--- config.mk ---
export PLATFORM = sky130hd
export DESIGN_NAME = n_clic_arbiter_flat
export DESIGN_NICKNAME = d
export VERILOG_FILES = /design/src/rtl/n_clic_arbiter_pkg.sv /design/src/rtl/n_clic_arbiter_if.sv /design/src/rtl/n_clic_prio_stack.sv /design/src/rtl/n_clic_arbiter.sv /design/src/flat_wrapper.sv
export SDC_FILE = /design/constraint.sdc
export NUM_CORES = 1
export LEC_CHECK = 0
export BUFFER_PORTS_ARGS = -buffer_cell sky130_fd_sc_hd__buf_2
export CAP_MARGIN = 20
export CORE_AREA = 2 2 91 93
export CTS_CLUSTER_DIAMETER = 60
export CTS_CLUSTER_SIZE = 8
export DETAILED_ROUTE_END_ITERATION = 16
export DIE_AREA = 0 0 93 95
export HOLD_SLACK_MARGIN = 0.03
export PLACE_DENSITY = 0.79
export SKIP_CTS_REPAIR_TIMING = 1
export SYNTH_ARGS = -nofsm -noshare
export SYNTH_HDL_FRONTEND = slang
export SYNTH_SLANG_ARGS = --single-unit
--- constraint.sdc ---
create_clock -name clk -period 13.05 [get_ports clk]
set_input_delay 1.305 -clock clk [delete_from_list [all_inputs] [get_ports clk]]
set_output_delay 1.305 -clock clk [all_outputs]
set_load 0.01 [all_outputs]
--- src/rtl/n_clic_arbiter_pkg.sv ---
// Shared sizes, types and the priority-select helper for the N-CLIC arbiter.
package n_clic_arbiter_pkg;

  localparam int unsigned VecSize    = 8;
  localparam int unsigned PrioWidth  = 3;
  localparam int unsigned StackDepth = 4;
  localparam int unsigned IdWidth    = $clog2(VecSize);
  localparam int unsigned DepthWidth = $clog2(StackDepth + 1);

  typedef logic [IdWidth-1:0]    vec_id_t;
  typedef logic [PrioWidth-1:0]  prio_t;
  typedef logic [DepthWidth-1:0] depth_t;

  typedef struct packed {
    logic  en;
    prio_t prio;
  } vec_cfg_t;

  typedef struct packed {
    logic    valid;
    vec_id_t id;
    prio_t   prio;
  } sel_t;

  // Highest priority among eligible vectors; strict '>' keeps the lowest id on ties.
  function automatic sel_t max_prio_sel(input logic [VecSize-1:0] elig,
                                        input prio_t [VecSize-1:0] prios);
    sel_t s;
    s = '0;
    for (int unsigned i = 0; i < VecSize; i++) begin
      if (elig[i] && (!s.valid || prios[i] > s.prio)) begin
        s.valid = 1'b1;
        s.id    = vec_id_t'(i);
        s.prio  = prios[i];
      end
    end
    return s;
  endfunction

endpackage

--- src/rtl/n_clic_arbiter_if.sv ---
// Core/config-side bundle of the N-CLIC arbiter; slave is the arbiter, master the core.
interface n_clic_arbiter_if;
  import n_clic_arbiter_pkg::*;

  logic [VecSize-1:0] irq_src;
  logic               cfg_we;
  vec_id_t            cfg_idx;
  logic               cfg_en;
  prio_t              cfg_prio;
  logic               cfg_pend_set;
  logic               take;
  logic               mret;
  logic               int_req;
  vec_id_t            int_id;
  prio_t              int_prio;
  prio_t              threshold;
  depth_t             depth;
  logic               err;

  modport master (
    output irq_src, cfg_we, cfg_idx, cfg_en, cfg_prio, cfg_pend_set, take, mret,
    input  int_req, int_id, int_prio, threshold, depth, err
  );

  modport slave (
    input  irq_src, cfg_we, cfg_idx, cfg_en, cfg_prio, cfg_pend_set, take, mret,
    output int_req, int_id, int_prio, threshold, depth, err
  );

endinterface

--- src/rtl/n_clic_prio_stack.sv ---
// LIFO of saved priority thresholds; push together with pop replaces the top entry.
module n_clic_prio_stack
  import n_clic_arbiter_pkg::*;
(
  input  logic   clk,
  input  logic   reset,
  input  logic   push_i,
  input  logic   pop_i,
  input  prio_t  data_i,
  output prio_t  top_c_o,
  output depth_t depth_o
);

  localparam int unsigned IdxW = (StackDepth > 1) ? $clog2(StackDepth) : 1;

  prio_t            mem_q [StackDepth];
  depth_t           depth_q;
  logic [IdxW-1:0]  top_idx_c;
  logic [IdxW-1:0]  push_idx_c;
  logic             empty_c;
  logic             full_c;

  always_comb begin
    empty_c    = (depth_q == '0);
    full_c     = (depth_q == depth_t'(StackDepth));
    top_idx_c  = IdxW'(depth_q - depth_t'(1));
    push_idx_c = IdxW'(depth_q);
    top_c_o    = empty_c ? '0 : mem_q[top_idx_c];
  end

  always_ff @(posedge clk) begin
    if (reset) begin
      depth_q <= '0;
      for (int unsigned i = 0; i < StackDepth; i++) mem_q[i] <= '0;
    end else if (push_i && pop_i && !empty_c) begin
      mem_q[top_idx_c] <= data_i;
    end else if (push_i && !full_c) begin
      mem_q[push_idx_c] <= data_i;
      depth_q           <= depth_q + depth_t'(1);
    end else if (pop_i && !empty_c) begin
      depth_q <= depth_q - depth_t'(1);
    end
  end

  assign depth_o = depth_q;

endmodule

--- src/rtl/n_clic_arbiter.sv ---
// N-CLIC nested-interrupt arbiter: edge latching, max-priority select, threshold nesting.
// N_CLIC_OVERRUN_EN adds per-vector saturating overrun counters and the overrun_cnt port.
module n_clic_arbiter
  import n_clic_arbiter_pkg::*;
(
  input  logic            clk,
  input  logic            reset,
  n_clic_arbiter_if.slave bus
`ifdef N_CLIC_OVERRUN_EN
  ,
  output logic [7:0]      overrun_cnt
`endif
);

  logic [VecSize-1:0]    irq_src_q;
  logic [VecSize-1:0]    pending_q, pending_d;
  vec_cfg_t              cfg_q [VecSize];
  prio_t                 threshold_q, threshold_d;
  logic                  int_req_q, req_d;
  vec_id_t               int_id_q;
  prio_t                 int_prio_q;
  logic                  err_q, err_d;

  logic [VecSize-1:0]    event_c, set_c, clr_c, elig_c;
  prio_t [VecSize-1:0]   prios_c;
  sel_t                  sel_c;
  logic                  take_ok_c, mret_ok_c;
  prio_t                 push_data_c;
  prio_t                 stk_top_c;
  depth_t                stk_depth;

  assign event_c   = bus.irq_src & ~irq_src_q;
  assign take_ok_c = bus.take & int_req_q;
  assign mret_ok_c = bus.mret & (stk_depth != '0);

  // Pending update and eligibility; arbitration sees registered state only.
  always_comb begin
    set_c   = '0;
    clr_c   = '0;
    elig_c  = '0;
    prios_c = '0;
    for (int unsigned i = 0; i < VecSize; i++) begin
      set_c[i]   = event_c[i] |
                   (bus.cfg_we & bus.cfg_pend_set & (bus.cfg_idx == vec_id_t'(i)));
      clr_c[i]   = take_ok_c & (int_id_q == vec_id_t'(i));
      elig_c[i]  = pending_q[i] & cfg_q[i].en & (cfg_q[i].prio > threshold_q);
      prios_c[i] = cfg_q[i].prio;
    end
    pending_d = (pending_q & ~clr_c) | set_c;
    sel_c     = max_prio_sel(elig_c, prios_c);
  end

  // Request is dropped in the take cycle and whenever the stack is full.
  always_comb begin
    req_d       = sel_c.valid & (stk_depth != depth_t'(StackDepth)) & ~take_ok_c;
    threshold_d = threshold_q;
    if (take_ok_c) begin
      threshold_d = int_prio_q;
    end else if (mret_ok_c) begin
      threshold_d = stk_top_c;
    end
    push_data_c = mret_ok_c ? stk_top_c : threshold_q;
    err_d       = (bus.mret & (stk_depth == '0)) | (bus.take & ~int_req_q);
  end

  always_ff @(posedge clk) begin
    if (reset) begin
      irq_src_q   <= '0;
      pending_q   <= '0;
      threshold_q <= '0;
      int_req_q   <= 1'b0;
      int_id_q    <= '0;
      int_prio_q  <= '0;
      err_q       <= 1'b0;
      for (int unsigned i = 0; i < VecSize; i++) cfg_q[i] <= '0;
    end else begin
      irq_src_q   <= bus.irq_src;
      pending_q   <= pending_d;
      threshold_q <= threshold_d;
      int_req_q   <= req_d;
      int_id_q    <= sel_c.id;
      int_prio_q  <= sel_c.prio;
      err_q       <= err_d;
      if (bus.cfg_we) cfg_q[bus.cfg_idx] <= '{en: bus.cfg_en, prio: bus.cfg_prio};
    end
  end

  n_clic_prio_stack u_stack (
    .clk     (clk),
    .reset   (reset),
    .push_i  (take_ok_c),
    .pop_i   (mret_ok_c),
    .data_i  (push_data_c),
    .top_c_o (stk_top_c),
    .depth_o (stk_depth)
  );

  assign bus.int_req   = int_req_q;
  assign bus.int_id    = int_id_q;
  assign bus.int_prio  = int_prio_q;
  assign bus.threshold = threshold_q;
  assign bus.depth     = stk_depth;
  assign bus.err       = err_q;

`ifdef N_CLIC_OVERRUN_EN
  logic [7:0] ovr_q [VecSize];
  logic [7:0] ovr_sel_q;

  // Count events that land on an already-pending vector; config write clears.
  always_ff @(posedge clk) begin
    if (reset) begin
      ovr_sel_q <= '0;
      for (int unsigned i = 0; i < VecSize; i++) ovr_q[i] <= '0;
    end else begin
      for (int unsigned i = 0; i < VecSize; i++) begin
        if (bus.cfg_we && (bus.cfg_idx == vec_id_t'(i))) begin
          ovr_q[i] <= '0;
        end else if (event_c[i] && pending_q[i] && (ovr_q[i] != 8'hFF)) begin
          ovr_q[i] <= ovr_q[i] + 8'd1;
        end
      end
      ovr_sel_q <= ovr_q[bus.cfg_idx];
    end
  end

  assign overrun_cnt = ovr_sel_q;
`endif

endmodule

--- src/flat_wrapper.sv ---
// flat-port wrapper written by rule: the top's interface ports become plain ports
module n_clic_arbiter_flat import n_clic_arbiter_pkg::*;
  (clk, reset, bus_irq_src, bus_cfg_we, bus_cfg_idx, bus_cfg_en, bus_cfg_prio, bus_cfg_pend_set, bus_take, bus_mret, bus_int_req, bus_int_id, bus_int_prio, bus_threshold, bus_depth, bus_err);
  n_clic_arbiter_if bus_i ();
  input  logic clk;
  input  logic reset;
  input wire logic [$bits(bus_i.irq_src)-1:0] bus_irq_src;
  input wire logic [$bits(bus_i.cfg_we)-1:0] bus_cfg_we;
  input wire logic [$bits(bus_i.cfg_idx)-1:0] bus_cfg_idx;
  input wire logic [$bits(bus_i.cfg_en)-1:0] bus_cfg_en;
  input wire logic [$bits(bus_i.cfg_prio)-1:0] bus_cfg_prio;
  input wire logic [$bits(bus_i.cfg_pend_set)-1:0] bus_cfg_pend_set;
  input wire logic [$bits(bus_i.take)-1:0] bus_take;
  input wire logic [$bits(bus_i.mret)-1:0] bus_mret;
  output wire logic [$bits(bus_i.int_req)-1:0] bus_int_req;
  output wire logic [$bits(bus_i.int_id)-1:0] bus_int_id;
  output wire logic [$bits(bus_i.int_prio)-1:0] bus_int_prio;
  output wire logic [$bits(bus_i.threshold)-1:0] bus_threshold;
  output wire logic [$bits(bus_i.depth)-1:0] bus_depth;
  output wire logic [$bits(bus_i.err)-1:0] bus_err;
  assign bus_i.irq_src = bus_irq_src;
  assign bus_i.cfg_we = bus_cfg_we;
  assign bus_i.cfg_idx = bus_cfg_idx;
  assign bus_i.cfg_en = bus_cfg_en;
  assign bus_i.cfg_prio = bus_cfg_prio;
  assign bus_i.cfg_pend_set = bus_cfg_pend_set;
  assign bus_i.take = bus_take;
  assign bus_i.mret = bus_mret;
  assign bus_int_req = bus_i.int_req;
  assign bus_int_id = bus_i.int_id;
  assign bus_int_prio = bus_i.int_prio;
  assign bus_threshold = bus_i.threshold;
  assign bus_depth = bus_i.depth;
  assign bus_err = bus_i.err;
  n_clic_arbiter u_core (.clk(clk), .reset(reset), .bus(bus_i));
endmodule
After elaboration in Yosys (flattened, before gate mapping)
Memory sizes are Yosys's and may differ from the RTL's. Index checks and enable logic that the tools add are counted.

$add $sub $neg: 2. $lt $le $gt $ge: 15. Equal/unequal tests: 16. Mux-type cells: 34. Bitwise gates (word level): 56. Reductions and logical operators: 36.

Operators by type and width (number): two-way mux 7 bit (8); greater-than comparator 3 bit (15); bitwise AND 1 bit (39); == test 3 bit, second input constant (9); two-way mux 3 bit (8); bitwise AND 8 bit (2); NOT 8 bit (2); two-way mux 1 bit (15); == test 3 x 2 -> 1 bit, second input constant (4); logical AND 1 bit (11); zero test 1 bit (9); zero test 3 bit (3); OR 1 bit (9); OR 8 bit (1); logical OR 1 bit (7); == test 3 x 1 -> 1 bit, second input constant (2); OR reduction 3 bit (2); two-way mux 2 bit (2); two-way mux 4 bit (1); OR reduction 4 bit (1); adder 3 x 1 -> 3 bit, second input constant (1); inequality test 3 bit, second input constant (1); NOT 1 bit (3); nonzero test 3 bit (1); other kinds (3) (3).

Register bits after elaboration: 30. Memory bits (writable): 44. Bits of input ports: 21. Output and inout bits: 14. Logic and storage cells: 169. Memories: 2.

Memory list: u_core.cfg_q (words 8, width 4, read ports 8, clocked after Yosys merged registers in 0, write ports 8, RTL line n_clic_arbiter.sv:17) `vec_cfg_t cfg_q [VecSize];`; u_core.u_stack.mem_q (words 4, width 3, read ports 1, clocked after Yosys merged registers in 0, write ports 4, RTL line n_clic_prio_stack.sv:16) `prio_t mem_q [StackDepth];`.

Depth between registers and ports, before layout
Gate-level depths: netlist (run 1).

Depth after elaboration: 33. Mapped depth: 60. Gate-level depth less buffers: 59.

Hierarchy
From an unflattened synthesis (run 1), not the netlist that was laid out.

Cells, all modules: 515. Area, all modules: 4988.5 sq um.

Modules (own cells, without submodules): n_clic_arbiter (times used 1, cells each 413, area an instance 3922.5 sq um, seq. area each 1501.4 sq um); n_clic_prio_stack (times used 1, cells each 102, area an instance 1066.0 sq um, seq. area each 420.4 sq um).

Least setup slack after synthesis (run 1)
No wires, ideal clock.

Path type: register -> register. Start: register u_core.threshold_q[1], in the netlist u_core.bus.threshold[1]. End: register u_core.int_prio_q[1], in the netlist u_core.bus.int_prio[1]. Library setup time: 0.080 ns. Arrival time: 9.939 ns. Data required time: 12.970 ns. Setup slack: 3.031 ns. Stages on the path, launching flop included: 56. Cell sequence: dfxtp_1 inv_1 ha_1 nor2b_4 o311a_4 nand3_1 ha_1 nor2b_1 o21a_1 o21ai_1 o211a_2 a22oi_1 ha_1 nor2b_1 o21ai_0 a32oi_1 o21ai_0 nor2_1 [20 not listed] a32oi_1 a31oi_1 nor2_2 o21a_1 ha_1 nor2b_1 o21a_1 o211ai_1 o21ai_1 a22o_1 a31oi_1 ha_1 a21o_1 a21oi_1 a31oi_1 o21bai_1 nor2_1 a211oi_2.

Word-level cells in the longest chain between the ends: 31.

Ends and longest elaborated chain: from (decl) (RTL line n_clic_arbiter.sv:18) `prio_t threshold_q, threshold_d;`; from (signal assigned) (RTL line n_clic_arbiter.sv:79) `threshold_q <= threshold_d;`; greater-than comparator 3 bit (RTL line n_clic_arbiter.sv:46) `elig_c[i] = pending_q[i] & cfg_q[i].en & (cfg_q[i].prio > threshold_q);`; bitwise AND 1 bit (RTL line n_clic_arbiter.sv:46); two-way mux 7 bit (RTL line n_clic_arbiter_pkg.sv:31) `if (elig[i] && (!s.valid || prios[i] > s.prio)) begin`; greater-than comparator 3 bit / zero test 1 bit (equally long branches) (RTL line n_clic_arbiter_pkg.sv:31); logical OR 1 bit (RTL line n_clic_arbiter_pkg.sv:31); logical AND 1 bit (RTL line n_clic_arbiter_pkg.sv:31); two-way mux 7 bit (RTL line n_clic_arbiter_pkg.sv:31); greater-than comparator 3 bit / zero test 1 bit (equally long branches) (RTL line n_clic_arbiter_pkg.sv:31); [15 not listed]; greater-than comparator 3 bit / zero test 1 bit (equally long branches) (RTL line n_clic_arbiter_pkg.sv:31); logical OR 1 bit (RTL line n_clic_arbiter_pkg.sv:31); logical AND 1 bit (RTL line n_clic_arbiter_pkg.sv:31); two-way mux 7 bit (RTL line n_clic_arbiter_pkg.sv:31); greater-than comparator 3 bit / zero test 1 bit (equally long branches) (RTL line n_clic_arbiter_pkg.sv:31); logical OR 1 bit (RTL line n_clic_arbiter_pkg.sv:31); logical AND 1 bit (RTL line n_clic_arbiter_pkg.sv:31); two-way mux 7 bit * (RTL line n_clic_arbiter_pkg.sv:31); to (signal assigned) (RTL line n_clic_arbiter.sv:82) `int_prio_q <= sel_c.prio;`; to (decl) (RTL line n_clic_arbiter.sv:21) `prio_t int_prio_q;`.

Every way passes the cells marked *; elsewhere a longest branch is shown, timed or not. A chain may end at the register's enable or synchronous reset.

Worst setup path after layout (run 1)
Start: register u_core.threshold_q[1], in the netlist u_core.bus.threshold[1]. End: register u_core.int_id_q[1], in the netlist u_core.bus.int_id[1].

Word-level cells in the longest chain between the ends: 31.

Ends and longest elaborated chain: greater-than comparator 3 bit (RTL line n_clic_arbiter.sv:46); bitwise AND 1 bit (RTL line n_clic_arbiter.sv:46); two-way mux 7 bit (RTL line n_clic_arbiter_pkg.sv:31); greater-than comparator 3 bit / zero test 1 bit (equally long branches) (RTL line n_clic_arbiter_pkg.sv:31); logical OR 1 bit (RTL line n_clic_arbiter_pkg.sv:31); logical AND 1 bit (RTL line n_clic_arbiter_pkg.sv:31); two-way mux 7 bit (RTL line n_clic_arbiter_pkg.sv:31); greater-than comparator 3 bit / zero test 1 bit (equally long branches) (RTL line n_clic_arbiter_pkg.sv:31); [15 not listed]; greater-than comparator 3 bit / zero test 1 bit (equally long branches) (RTL line n_clic_arbiter_pkg.sv:31); logical OR 1 bit (RTL line n_clic_arbiter_pkg.sv:31); logical AND 1 bit (RTL line n_clic_arbiter_pkg.sv:31); two-way mux 7 bit (RTL line n_clic_arbiter_pkg.sv:31); greater-than comparator 3 bit / zero test 1 bit (equally long branches) (RTL line n_clic_arbiter_pkg.sv:31); logical OR 1 bit (RTL line n_clic_arbiter_pkg.sv:31); logical AND 1 bit (RTL line n_clic_arbiter_pkg.sv:31); two-way mux 7 bit * (RTL line n_clic_arbiter_pkg.sv:31); to (signal assigned) (RTL line n_clic_arbiter.sv:81) `int_id_q <= sel_c.id;`; to (decl) (RTL line n_clic_arbiter.sv:20) `vec_id_t int_id_q;`.

Marks and branches as above.

==> results.txt, run 1 <==
- The hold violation count in the final report came to 0.
- The max-slew violation count was 0.
- Startpoint of the lowest-slack hold path: u_core.pending_q[5]
* Measured slew at the worst slew-check pin: 0.8255 ns
- H-Tree Level Count: 3
- Of the cells placed in the final design, the portion with a size suffix greater than 1 is 18.38%.
* Accumulated negative setup slack: 0 ns
* Data arrival at the endpoint of the critical path: 11.51 ns
- Endpoint of the most critical register-to-register path: u_core.bus.int_id[1]
- Maximum vdd drop: 0.1162 mV
- In the final routed layout, each cell accounts on average for 16.85 um.
- Core occupancy in the finished layout: 64.98%
* Setup crit end kind: register
- Measured along the x axis, the die boundary spans 93 um.
- Cell types occupying the most area after synthesis: sky130_fd_sc_hd__edfxtp_1 (28%), sky130_fd_sc_hd__dfxtp_1 (13%), sky130_fd_sc_hd__ha_1 (13%), sky130_fd_sc_hd__and2_1 (4.3%), sky130_fd_sc_hd__nor2_1 (3.7%)
* Std cell rows: 33
- The via count of the first global-routing pass was 3,496.
* Syn. warnings: 0
- CTS placed an instance of sky130_fd_sc_hd__clkbuf_8 at the clock tree root.
- The worst hold path belongs to the class reg -> reg.
* Time the final worst path needs with I/O delays and setup: 11.35 ns
- Cell with the most instances after synthesis: sky130_fd_sc_hd__ha_1
* Async set-or-reset flop fraction in the synthesized netlist: 0%
- Clock edge transition at the registers on the reported setup and hold paths: 0.09 ns
* Overall routed net length: 10,300 um
- Endpoint required time on the critical path: 13.21 ns
* Biggest cell delay along the critical path: 0.56 ns
- Setup slack on the worst reg-to-reg path comes out at 1.70 ns.
* TritonCTS clock tree: yes
* Starting Density: 59.04%
- Fmax achieved: 0.08810 GHz
- The total overflow left after global routing is 0.
- The largest individual stage delay along the critical path comes from the cell sky130_fd_sc_hd__o21bai_1.
* Type of element launching the critical path: register
- Total number of clock tree sinks: 74
- Global routing used 24.85% of the available tracks across all layers.
- Standard cell core area: 0.007928 mm^2
- Post-route insts no fill: 611
* Setup slack after placement: 1.838 ns
- Lkg Pwr: 2.121 nW
- Number of enable flip-flop cells after synthesis: 44
- Number of antenna violations at the first check in global routing: 0
- The detail route stage leaves a number of antenna-violating nets equal to 0.
- The first global-routing pass estimated 16,950 um of wire.
- The filler cells instantiated in the layout total 647.
- Vertical die dimension: 95 um
- In the finished design, the share of the clock period the worst path needs comes to 86.98%.
* Sequential element share of the synthesized area: 41.06%
* Netlist Area Pre-Place: 0.004681 mm^2
* Final setup slack of the worst path: 1.699 ns
- Counting distinct cell types in the post-synthesis netlist gives 60.
* Outcome: finished clean
* Fin Clk Skew: 0.01381 ns
* Number of port buffers: 34
- Pin count of the biggest net entering global routing: 49
- Final setup viols: 0
- Synthesis produced a netlist whose cell count is 466.
* Io pins: 35
- Total die area: 0.008835 mm^2
- Vias per std cell: 5.900
- Violation count after the first detailed-route iteration: 189
- Area grow syn2layout: 10.05%
* Worst hold path cell count: 2
* CP Class: reg -> reg
- Once placement completed, the tool counted placed cells totaling 595.
- The number of cells on the worst reg-to-reg path is 54.
- Residual DRC count: 0
* Number of antenna repair diodes: 0
- Counting along the longest clock path gives a buffer depth of 2.
* Sink of the worst hold path: u_core.pending_q[5]
* Worst reg2reg path startpoint: u_core.bus.threshold[1]
- First-pass iteration count of the detailed router: 4
- By instance count, the cell type seen most on the critical path is sky130_fd_sc_hd__ha_1.
* Reported max-cap violation count: 0
* Area fraction of the dominant cell type after synthesis: 28.23%
* Critical-path maximum fanout: 10
- After the last flow step, the layout net total stands at 570.
- The HPWL after detailed placement is 7900 um.
* GPL Wtd Cong: 0.8501
- Power per cell area: 150.3 mW/mm^2
- Summing over every cut layer, the via total after detailed routing is 3,605.
* Primary flip-flop cell chosen by synthesis mapping: sky130_fd_sc_hd__edfxtp_1
- Synth Area per Inst: 10.04 um^2
* Max-slew headroom: 44.97%
- Most area-hungry cell type in the Yosys netlist: sky130_fd_sc_hd__edfxtp_1
* Yosys reg bits: 74
- Clock tree synthesis inserted a total of 9 buffers.
* Synth top cells by count: sky130_fd_sc_hd__ha_1 (48), sky130_fd_sc_hd__nor2_1 (46), sky130_fd_sc_hd__edfxtp_1 (44)
* Setup repair after global routing missed its margin: false
- Counting every net in the synthesized netlist gives 535.
- The later pin in the worst-skew pair is clocked with a latency of 0.35 ns.
-- registers in the layout, indices dropped and copies added (netlist names) --
register,flops
u_core.cfg_q,32
u_core.u_stack.mem_q,12
u_core.irq_src_q,8
u_core.pending_q,8
u_core.bus.int_id,3
u_core.bus.int_prio,3
u_core.bus.threshold,3
u_core.u_stack.depth_o,3
u_core.bus.err,1
u_core.bus.int_req,1
-- worst max path at each step --
stage,depth (start not counted),slack (ns),end,from
global placement,54,2.25,u_core.bus.int_id[2],u_core.bus.threshold[1]
CTS,54,1.77,u_core.bus.int_id[1],u_core.bus.threshold[1]
finish,54,1.70,u_core.bus.int_id[1],u_core.bus.threshold[1]
global route,54,0.68,u_core.bus.int_id[1],u_core.bus.threshold[1]
floorplan,55,3.03,u_core.bus.int_prio[1],u_core.bus.threshold[1]
detailed placement,54,1.84,u_core.bus.int_id[1],u_core.bus.threshold[1]
-- through the flow --
| stage | power (W) | area, um^2 | hold WS (ns) |
|---|---|---|---|
| after floorplan | 0.0005173 | 4681 | 0.4485 |
| after global placement | 0.0005753 | 4937 | 0.4806 |
| after detailed placement | 0.0005926 | 4937 | 0.4971 |
| after CTS | 0.0007740 | 5151 | 0.5090 |
| after global routing | 0.0008211 | 5151 | 0.5395 |
| final | 0.0007740 | 5151 | 0.5148 |
-- cells in the final DEF (no fill, tap or decap), types with 9 or more instances in the layout --
master,instances
sky130_fd_sc_hd__dfxtp_1,30
sky130_fd_sc_hd__buf_2,34
sky130_fd_sc_hd__a31oi_1,12
sky130_fd_sc_hd__o21ai_0,17
sky130_fd_sc_hd__nand2_1,28
sky130_fd_sc_hd__or2_2,13
sky130_fd_sc_hd__nor2b_1,25
sky130_fd_sc_hd__and2_1,32
sky130_fd_sc_hd__edfxtp_1,44
sky130_fd_sc_hd__nand2b_1,9
sky130_fd_sc_hd__inv_1,30
sky130_fd_sc_hd__nand3_1,11
sky130_fd_sc_hd__nor2_1,46
sky130_fd_sc_hd__a21oi_1,18
sky130_fd_sc_hd__clkbuf_8,10
sky130_fd_sc_hd__ha_1,48
-- logic make-up (layout without fill, tap and decap cells) --
logic type	after synthesis	in the layout	share of synthesized area, %
DFF	74	74	41.06
and+or+nand+nor	189	189	21.28
buffers and inverters	40	80	3.368
xor gates and xnor gates	3	3	0.5614
muxes	8	8	2.619
adders and majority gates	48	48	12.83
AOI/OAI and AO/OA	104	104	18.28
-- critical path, delay by kind of cell (launching register included) --
family | cells | cell delay (ns)
compound gates | 30 | 5.78
fa+ha+maj | 8 | 2.37
buf+inv | 2 | 0.34
flops | 1 | 0.33
simple gates | 14 | 2.33
-- final cells by class --
| class | instances | area [um^2] | share of cell area, % |
|---|---|---|---|
| clock buffer | 12 | 187.7 | 3.643 |
| clock inverter | 4 | 26.28 | 0.5101 |
| inverter | 30 | 112.6 | 2.186 |
| multi-input combinational | 352 | 2601 | 50.50 |
| sequential | 74 | 1922 | 37.31 |
| tap | 105 | 131.4 | 2.550 |
| timing repair buffer | 34 | 170.2 | 3.303 |
-- report_power, final --
group / internal [W] / switching (W) / total, W
combinational: 0.000126 / 0.000163 / 0.000289
clock: 0.0000980 / 0.0000842 / 0.000182
sequential: 0.000273 / 0.0000294 / 0.000303
total: 0.000498 / 0.000276 / 0.000774
-- per-layer routing --
layer | vias to the layer above | part of all wire (%) | track usage (%)
met5 | - | 0 | 0
met4 | 0 | 2.0 | 9.926
met3 | 20 | 4.4 | 3.272
met2 | 120 | 49 | 42.21
met1 | 1711 | 45 | 32.36
li1 | 1754 | - | -
(Power assumes the default switching activity.)
==> inputs of run 2 (changes only) <==
- CORE_AREA: 2 2 91 93 -> 2 2 94 96
- DIE_AREA: 0 0 93 95 -> 0 0 96 98
- SYNTH_HIERARCHICAL: default -> 1
==> run 2 against run 1 <==
  * Worst setup slack better by 0.078 ns
  * Cell count is 7.9% higher
  * Utilization is 0.97 points lower
  * Largest cell class unchanged
  * Via count is 13% higher
  * Critical endpoint is now u_core/bus.int_prio[0]
  * Non-clock buffer count stayed put
  * Sequential power is 3% lower
  * Highest routed layer unchanged
  * Final area is 5.2% higher
  * Critical path type unchanged
  * Sequential share of layout area is 1.8 points lower
  * Clock power hardly changed
==> results.txt, run 2 <==
- Worst reg2reg path startpoint: u_core/bus.threshold[1] (was u_core.bus.threshold[1])
- The initial standard-cell utilization of the core came to 58.93% (was 59.04%).
- The synthesized netlist net count came to 584 (was 535).
- The data arrival time of the critical path came to 11.50 ns (was 11.51 ns).
- Measured slew at the worst slew-check pin: 0.8404 ns (was 0.8255 ns)
- The via count of the routed design is 4,062 (was 3,605).
- The max-slew headroom at the worst pin came to 43.97% (was 44.97%).
* Largest registers: u_core/cfg_q: 32 flops, u_core/u_stack/mem_q: 12 flops (was u_core.cfg_q: 32 flops, u_core.u_stack.mem_q: 12 flops)
* Total global-route track usage: 25.15% (was 24.85%)
* Clock edge transition at the registers on the reported setup and hold paths: 0.08 ns (was 0.09 ns)
- Number of antenna repair diodes: 0 (unchanged)
- The count of mapped cells out of synthesis came to 515 (was 466).
* Synth Area per Inst: 9.686 um^2 (was 10.04 um^2)
* Async set-or-reset flop fraction in the synthesized netlist: 0% (unchanged)
- The met1 wire length was 5256 um (was 4586 um).
* Reported max-cap violation count: 0 (unchanged)
* Synth top cells by count: sky130_fd_sc_hd__nor2_1 (49), sky130_fd_sc_hd__ha_1 (48), sky130_fd_sc_hd__edfxtp_1 (44) (was sky130_fd_sc_hd__ha_1 (48), sky130_fd_sc_hd__nor2_1 (46), sky130_fd_sc_hd__edfxtp_1 (44))
- Vias per std cell: 6.164 (was 5.900)
- Lkg Pwr: 2.169 nW (was 2.121 nW)
* Number of hold-slack violations in the final timing report: 0 (unchanged)
* Largest register by flop count: u_core/cfg_q (was u_core.cfg_q)
- The maximum level of the CTS H-tree is 3 (unchanged).
* Worst hold path type: reg -> reg (unchanged)
- Detail Route met2 WL: 5275 um (was 5040 um)
- The data required time at the worst endpoint came to 13.28 ns (was 13.21 ns).
- Total die area: 0.009408 mm^2 (was 0.008835 mm^2)
- GPL Wtd Cong: 0.9555 (was 0.8501)
* Most area-hungry cell type in the Yosys netlist: sky130_fd_sc_hd__edfxtp_1 (unchanged)
* Half-perimeter wire length of the detailed placement result: 8518 um (was 7900 um)
- Setup crit end kind: register (unchanged)
* Post-route insts no fill: 659 (was 611)
- The beginning of the worst hold path is u_core/pending_q[7] (was u_core.pending_q[5]).
* Worst path slowest cell: sky130_fd_sc_hd__o32ai_1 (was sky130_fd_sc_hd__o21bai_1)
- The clock network latency to the later pin of the worst-skew pair came to 0.34 ns (was 0.35 ns).
* Type of element launching the critical path: register (unchanged)
- Number of clock buffers inserted by TritonCTS: 9 (unchanged)
* Standard cell core area: 0.008466 mm^2 (was 0.007928 mm^2)
- Power per cell area: 131.3 mW/mm^2 (was 150.3 mW/mm^2)
- Std cell rows: 34 (was 33)
* Cell types occupying the most area after synthesis: sky130_fd_sc_hd__edfxtp_1 (26%), sky130_fd_sc_hd__dfxtp_1 (12%), sky130_fd_sc_hd__ha_1 (12%), sky130_fd_sc_hd__and2_1 (5.3%), sky130_fd_sc_hd__nor2_1 (3.7%) (was sky130_fd_sc_hd__edfxtp_1 (28%), sky130_fd_sc_hd__dfxtp_1 (13%), sky130_fd_sc_hd__ha_1 (13%), sky130_fd_sc_hd__and2_1 (4.3%), sky130_fd_sc_hd__nor2_1 (3.7%))
- Vertical die dimension: 98 um (was 95 um)
* Accumulated negative setup slack: 0 ns (unchanged)
- The area fraction of the dominant cell type after synthesis came to 26.49% (was 28.23%).
- Syn. warnings: 6 (was 0)
- The overflow left after global routing came to 0 (unchanged).
* Max-slew violation count: 0 (unchanged)
- Time the final worst path needs with I/O delays and setup: 11.27 ns (was 11.35 ns)
- The count of flip-flops with a built-in enable after synthesis is 44 (unchanged).
* Overall die width: 96 um (was 93 um)
- Io pins: 35 (unchanged)
* Netlist Area Pre-Place: 0.004989 mm^2 (was 0.004681 mm^2)
- The category of the most critical setup path is reg -> reg (unchanged).
- Fmax achieved: 0.08871 GHz (was 0.08810 GHz)
* Setup repair after global routing missed its margin: false (unchanged)
- The worst supply voltage drop on vdd came to 0.07663 mV (was 0.1162 mV).
- The share of final-layout standard cells stronger than drive strength 1 came to 14.70% (was 18.38%).
* Crit. Startpoint: u_core/bus.threshold[1] (was u_core.bus.threshold[1])
- The number of nets still failing antenna checks after routing is 0 (unchanged).
* First-pass iteration count of the detailed router: 5 (was 4)
* Sequential element share of the synthesized area: 38.53% (was 41.06%)
- Total number of clock tree sinks: 74 (unchanged)
- The count of state elements after synthesis was 74 (unchanged).
- Violation count after the first detailed-route iteration: 328 (was 189)
* Overall routed net length: 11,470 um (was 10,300 um)
* Per-cell routed wire length: 17.41 um (was 16.85 um)
* Post-route clock period utilization: 86.38% (was 86.98%)
- The maximum count of clock buffers along a single path came to 2 (unchanged).
- Count of nets after finishing: 615 (was 570)
* Fin Clk Skew: 0.01335 ns (was 0.01381 ns)
- The most numerous cell in the Yosys netlist is sky130_fd_sc_hd__nor2_1 (was sky130_fd_sc_hd__ha_1).
- The DRC violations left was 0 (unchanged).
- The via count of the first global-routing pass is 3,862 (was 3,496).
- Critical-path maximum fanout: 10 (unchanged)
* Highest metal used: met4 (unchanged)
- TritonCTS clock tree: yes (unchanged)
- Placed insts: 643 (was 595)
- Commonest non-fill, non-tap cell in the layout: sky130_fd_sc_hd__nor2_1 (was sky130_fd_sc_hd__ha_1)
* Final setup viols: 0 (unchanged)
- Biggest cell delay along the critical path: 0.49 ns (was 0.56 ns)
- Outcome: finished clean (unchanged).
- Pin count of the biggest net entering global routing: 50 (was 49)
* Number of port buffers: 34 (unchanged)
- The initial antenna violation count was 0 (unchanged).
- The global-route wire length before repair was 18,500 um (was 16,950 um).
- The primary flip-flop cell chosen by synthesis mapping is sky130_fd_sc_hd__edfxtp_1 (unchanged).
- FILL cells: 687 (was 647)
- Max FFs per register: 32 (unchanged)
* Commonest cells after routing, fill and taps aside: sky130_fd_sc_hd__nor2_1 (49), sky130_fd_sc_hd__ha_1 (48), sky130_fd_sc_hd__edfxtp_1 (44) (was sky130_fd_sc_hd__ha_1 (48), sky130_fd_sc_hd__nor2_1 (46), sky130_fd_sc_hd__edfxtp_1 (44))
- The layout overhead on the synthesized area is 8.628% (was 10.05%).
- Met3 wire len: 715 um (was 458 um)
* Cell repeated most along the worst path: sky130_fd_sc_hd__ha_1 (unchanged)
- The library cell used as clock root buffer is sky130_fd_sc_hd__clkbuf_8 (unchanged).
- Unique masters post-synth: 74 (was 60)
==> run 2: changes by cell type after synthesis, moves of 4 or more <==
cell                      change
sky130_fd_sc_hd__a31oi_1      -4
sky130_fd_sc_hd__and2_1      +10
sky130_fd_sc_hd__nand3_1      +8
sky130_fd_sc_hd__buf_2        +4
sky130_fd_sc_hd__or2_2        -4
sky130_fd_sc_hd__a21o_1       +5
sky130_fd_sc_hd__inv_1        -4
sky130_fd_sc_hd__a21oi_1      +8
==> run 2: stage by stage <==
step	utilization (%)	worst slack (ns)	hold slack [ns]	power [W]	cell area, um^2
finish	64.01	1.777	0.4914	0.0007113	5419
detailed placement	61.57	2.096	0.4795	0.0005268	5213
floorplan	-	3.155	0.4483	0.0004712	4989
global placement	61.57	2.505	0.4799	0.0005154	5213
global route	64.01	1.008	0.5221	0.0007507	5419
CTS	64.01	2.006	0.4915	0.0007090	5419
==> run 2: cell families (layout without fill, tap and decap cells) <==
family / Yosys count / after routing / share of synthesized area, %
buffers and inverters: 40 / 76 / 3.586
flip-flops: 74 / 74 / 38.53
adder cells (fa/ha/maj): 48 / 48 / 12.04
multiplexers: 8 / 8 / 2.709
AO/OA/AOI/OAI: 121 / 121 / 18.36
AND/OR/NAND/NOR: 224 / 224 / 24.78
==> run 2: final timing paths <==
| check | to | slack [ns] | cells past startpoint |
|---|---|---|---|
| worst max-delay path | u_core/bus.int_prio[0] | 1.78 | 54 |
| worst max register to register | u_core/bus.int_prio[0] | 1.78 | 54 |
| worst min-delay path | u_core/pending_q[7] | 0.49 | 2 |
| worst min register to register | u_core/pending_q[7] | 0.49 | 2 |
==> run 2: area by class of cell <==
type | count | area (um^2) | share of cell area, %
flip-flops and latches | 74 | 1922 | 35.47
repair buffers | 34 | 170.2 | 3.140
multi-input cells | 401 | 2888 | 53.29
inverters | 26 | 97.59 | 1.801
well taps | 108 | 135.1 | 2.494
clock buffers | 12 | 177.7 | 3.279
clock inverters | 4 | 28.78 | 0.5311
==> run 2: layer usage <==
| layer | up-vias | global-route usage [%] |
|---|---|---|
| met2 | 151 | 37.93 |
| met5 | - | 0 |
| met1 | 1942 | 36.30 |
| li1 | 1955 | - |
| met3 | 14 | 4.321 |
| met4 | 0 | 9.011 |
==> run 2: power by group <==
part	switching, W	internal [W]
clock	0.0000875	0.0000936
combinational	0.000140	0.0000969
sequential	0.0000234	0.000270
==> run 2: worst max-delay path, delay by kind of cell, from the launching register on <==
family / cells / cell delay [ns]
simple gates: 18 / 2.64
compound gates: 26 / 5.56
buf+inv: 2 / 0.38
flops: 1 / 0.32
fa+ha+maj: 8 / 2.24
==> inputs of run 3 (changes only) <==
- ABC_AREA: default -> 1
- CORE_AREA: 2 2 94 96 -> 2 2 92 94
- DIE_AREA: 0 0 96 98 -> 0 0 94 96
==> run 3 against run 2 <==
  * Global-route usage hardly changed
  * Via count is 0.81% higher
  * Flip-flop and latch count stayed put
  * Sequential power hardly changed
  * Final area is 2.9% lower
  * Clock-buffer cell count is 1 lower
  * Area after synthesis is 4.4% lower
  * Clock power is 15% higher
  * Clock skew is 0.0025 ns lower
  * Worst setup slack better by 2.6 ns
  * Largest cell class unchanged
  * First-iteration DRC count is 1.8% lower
==> results.txt, run 3 <==
* Outcome: finished clean (unchanged)
- Measured slew at the worst slew-check pin: 0.5670 ns (was 0.8404 ns)
* CP Class: reg -> reg (unchanged)
- Residual overflow from global routing: 0 (unchanged)
- The mean post-synth cell area came to 7.871 um^2 (was 9.686 um^2).
* Post-route clock period utilization: 66.76% (was 86.38%)
* Io pins: 35 (unchanged)
* Worst hold path type: reg -> reg (unchanged)
- The quantity of I/O buffers inserted on ports came to 34 (unchanged).
- The DRC violations left is 0 (unchanged).
- The data required time at the worst endpoint came to 13.31 ns (was 13.28 ns).
* Number of global-route vias before repair: 3,758 (was 3,862)
* Number of antenna violations at the first check in global routing: 0 (unchanged)
- The die outline area came to 0.009024 mm^2 (was 0.009408 mm^2).
- Worst skew pair latency: 0.35 ns (was 0.34 ns)
* Cell types occupying the most area after synthesis: sky130_fd_sc_hd__edfxtp_1 (28%), sky130_fd_sc_hd__dfxtp_1 (13%), sky130_fd_sc_hd__ha_1 (13%), sky130_fd_sc_hd__nand2_1 (9.8%), sky130_fd_sc_hd__nor2_1 (7.9%) (was sky130_fd_sc_hd__edfxtp_1 (26%), sky130_fd_sc_hd__dfxtp_1 (12%), sky130_fd_sc_hd__ha_1 (12%), sky130_fd_sc_hd__and2_1 (5.3%), sky130_fd_sc_hd__nor2_1 (3.7%))
- The average via count per standard cell was 5.445 (was 6.164).
- The max-slew headroom at the worst pin is 62.06% (was 43.97%).
- The sum of negative setup slack came to 0 ns (unchanged).
- Total number of clock tree sinks: 74 (unchanged)
- The via count of the routed design was 4,095 (was 4,062).
- Data arrival at the endpoint of the critical path: 8.97 ns (was 11.50 ns)
- The number of buffers created by CTS came to 9 (unchanged).
- Setup crit end kind: register (unchanged)
- The count of inserted antenna diode cells came to 0 (unchanged).
- Cell with the most instances after synthesis: sky130_fd_sc_hd__nand2_1 (was sky130_fd_sc_hd__nor2_1)
* Commonest cells after routing, fill and taps aside: sky130_fd_sc_hd__nand2_1 (125), sky130_fd_sc_hd__nor2_1 (101), sky130_fd_sc_hd__inv_1 (75) (was sky130_fd_sc_hd__nor2_1 (49), sky130_fd_sc_hd__ha_1 (48), sky130_fd_sc_hd__edfxtp_1 (44))
- Net switching power: 0.0002577 W (was 0.0002513 W)
- Starting Density: 59.24% (was 58.93%)
- The horizontal die dimension is 94 um (was 96 um).
- Lkg Pwr: 2.585 nW (was 2.169 nW)
- Yosys reg bits: 74 (unchanged)
- The share of final-layout standard cells stronger than drive strength 1 is 13.76% (was 14.70%).
* Async set-or-reset flop fraction in the synthesized netlist: 0% (unchanged)
- Max FFs per register: 32 (unchanged)
- The combined area of all synthesized cells came to 0.004770 mm^2 (was 0.004989 mm^2).
- Largest registers: u_core/cfg_q: 32 flops, u_core/u_stack/mem_q: 12 flops (unchanged)
- The number of maximum-capacitance constraint violations came to 0 (unchanged).
- The HPWL after detailed placement is 8474 um (was 8518 um).
- Worst path slowest cell: sky130_fd_sc_hd__ha_1 (was sky130_fd_sc_hd__o32ai_1)
* Sequential element share of the synthesized area: 40.29% (was 38.53%)
* Placed cell area: 0.005027 mm^2 (was 0.005213 mm^2)
- Violation count after the first detailed-route iteration: 322 (was 328)
* Per-cell routed wire length: 14.14 um (was 17.41 um)
* Global-route wire length before repair: 17,570 um (was 18,500 um)
- Standard cell core area: 0.008051 mm^2 (was 0.008466 mm^2)
- Crit. Startpoint: u_core/bus.threshold[1] (unchanged)
* Commonest non-fill, non-tap cell in the layout: sky130_fd_sc_hd__nand2_1 (was sky130_fd_sc_hd__nor2_1)
* Area fraction of the dominant cell type after synthesis: 27.70% (was 26.49%)
- Maximum vdd drop: 0.08357 mV (was 0.07663 mV)
- The library cell used as clock root buffer is sky130_fd_sc_hd__clkbuf_8 (unchanged).
- The part of the power in the clock network was 28.3% (was 25.5%).
* Number of enable flip-flop cells after synthesis: 44 (unchanged)
* Biggest cell delay along the critical path: 0.34 ns (was 0.49 ns)
- The most repeated library cell on the critical path is sky130_fd_sc_hd__nand2_1 (was sky130_fd_sc_hd__ha_1).
* Net count after synthesis: 675 (was 584)
- The number of search-and-repair iterations in the first detailed-routing pass was 5 (unchanged).
* Setup repair after global routing missed its margin: false (unchanged)
- Time the final worst path needs with I/O delays and setup: 8.713 ns (was 11.27 ns)
- Clock edge transition at the registers on the reported setup and hold paths: 0.08 ns (about the same)
- The logic gate share of total power is 32.1% (was 33.3%).
- The top register by number of flip-flops is u_core/cfg_q (unchanged).
- The primary flip-flop cell chosen by synthesis mapping is sky130_fd_sc_hd__edfxtp_1 (unchanged).
- R2R cell count: 66 (was 54)
* Power Internal: 0.0004768 W (was 0.0004601 W)
- The number of rows in the core area was 33 (was 34).
- Worst reg2reg path startpoint: u_core/bus.threshold[1] (unchanged)
- Synth top cells by count: sky130_fd_sc_hd__nand2_1 (125), sky130_fd_sc_hd__nor2_1 (101), sky130_fd_sc_hd__inv_1 (75) (was sky130_fd_sc_hd__nor2_1 (49), sky130_fd_sc_hd__ha_1 (48), sky130_fd_sc_hd__edfxtp_1 (44))
- Final setup viols: 0 (unchanged)
- Power per cell area: 139.5 mW/mm^2 (was 131.3 mW/mm^2)
- Sequential fraction of design power: 39.7% (was 41.2%)
- Maximum number of buffers from clock root to sink: 2 (unchanged)
- Total global-route track usage: 25.12% (was 25.15%)
- The max-slew violation count was 0 (unchanged).
- Critical-path maximum fanout: 9 (was 10)
* Type of element launching the critical path: register (unchanged)
- The hold violation count in the final report came to 0 (unchanged).
- Fmax achieved: 0.1148 GHz (was 0.08871 GHz)
- The number of nets still failing antenna checks after routing came to 0 (unchanged).
- The clock skew came to 0.01083 ns (was 0.01335 ns).
- The top cell type by total area after synthesis is sky130_fd_sc_hd__edfxtp_1 (unchanged).
- H-Tree Level Count: 3 (unchanged)
* Worst setup path endpoint: u_core/bus.int_prio[2] (was u_core/bus.int_prio[0])
- Finished Cell Area: 0.005264 mm^2 (was 0.005419 mm^2)
* Vertical die dimension: 96 um (was 98 um)
* Switching share of power: 35.09% (was 35.32%)
- GPL Wtd Cong: 0.9089 (was 0.9555)
- The count of mapped cells out of synthesis was 606 (was 515).
- The count of yosys warnings during synthesis came to 6 (unchanged).
* Area grow syn2layout: 10.36% (was 8.628%)
- The maximum number of pins on one net before global-route repair is 28 (was 50).
- The number of inserted filler cells in the final layout was 709 (was 687).
- Count of nets after finishing: 711 (was 615)
* TritonCTS clock tree: yes (unchanged)
* Endpoint of the most critical register-to-register path: u_core/bus.int_prio[2] (was u_core/bus.int_prio[0])
* Unique masters post-synth: 41 (was 74)
* Overall routed net length: 10,630 um (was 11,470 um)
- The worst setup slack for register-to-register paths came to 4.34 ns (was 1.78 ns).
## run 3: cell families (layout without fill, tap and decap cells)
logic type                 count (synthesis)  after routing  share of synthesized area, %
buffers and inverters                     91            132                         7.372
xor gates and xnor gates                   2              2                        0.3673
DFF                                       74             74                         40.29
adders and majority gates                 48             48                         12.59
and+or+nand+nor                          320            320                         30.17
AOI/OAI and AO/OA                         71             71                         9.208
## run 3: worst max-delay path: cells and delay by family (launching register included)
family,cells,cell delay [ns]
flops,1,0.32
compound gates,12,1.53
simple gates,41,3.79
fa+ha+maj,8,2.41
buf+inv,5,0.59
## run 3: how the worst min path moves through the flow
stage                             start             endpoint  depth (start not counted)
detailed placement  u_core/pending_q[3]  u_core/pending_q[3]                          2
global placement    u_core/pending_q[3]  u_core/pending_q[3]                          2
CTS                 u_core/pending_q[3]  u_core/pending_q[3]                          2
finish              u_core/pending_q[3]  u_core/pending_q[3]                          2
floorplan           u_core/pending_q[3]  u_core/pending_q[3]                          2
global route        u_core/pending_q[5]  u_core/pending_q[5]                          2
## run 3: layout make-up
class                      count  area [um^2]  area share [%]
sequential                    74         1922           36.51
timing repair buffer          34        170.2           3.233
clock buffer                  11        152.6           2.900
inverter                      82        307.8           5.847
clock inverter                 5        83.83           1.593
multi-input combinational    441         2496           47.42
tap                          105        131.4           2.496
## run 3: stage by stage
| step | utilization [%] | hold slack, ns | setup WS (ns) | total power [W] | std cells |
|---|---|---|---|---|---|
| finish | 65.38 | 0.4887 | 4.337 | 0.0007345 | 752 |
| global route | 65.38 | 0.5252 | 3.341 | 0.0007828 | 752 |
| CTS | 65.38 | 0.4859 | 4.411 | 0.0007354 | 752 |
| detailed placement | 62.44 | 0.4778 | 4.438 | 0.0005286 | 736 |
| global placement | 62.44 | 0.4795 | 4.815 | 0.0005163 | 736 |
| floorplan | - | 0.4445 | 5.321 | 0.0004699 | 606 |
## run 3: per-layer routing
metal  vias to the layer above  part of all wire [%]  track usage (%)
met5                         -                     0                0
met4                         0                   1.4            7.850
met3                        16                   4.9            3.367
met2                       127                    47            41.31
met1                      1876                    47            34.74
li1                       2076                     -                -
## run 3: power groups by stage
stage          Clock, W  Sequential (W)  Combinational (W)
2_1_floorplan         0        0.000291           0.000178
3_3_place_gp          0        0.000296           0.000221
3_5_place_dp          0        0.000296           0.000232
4_1_cts        0.000211        0.000291           0.000234
5_1_grt        0.000222        0.000294           0.000267
6_report       0.000208        0.000291           0.000235
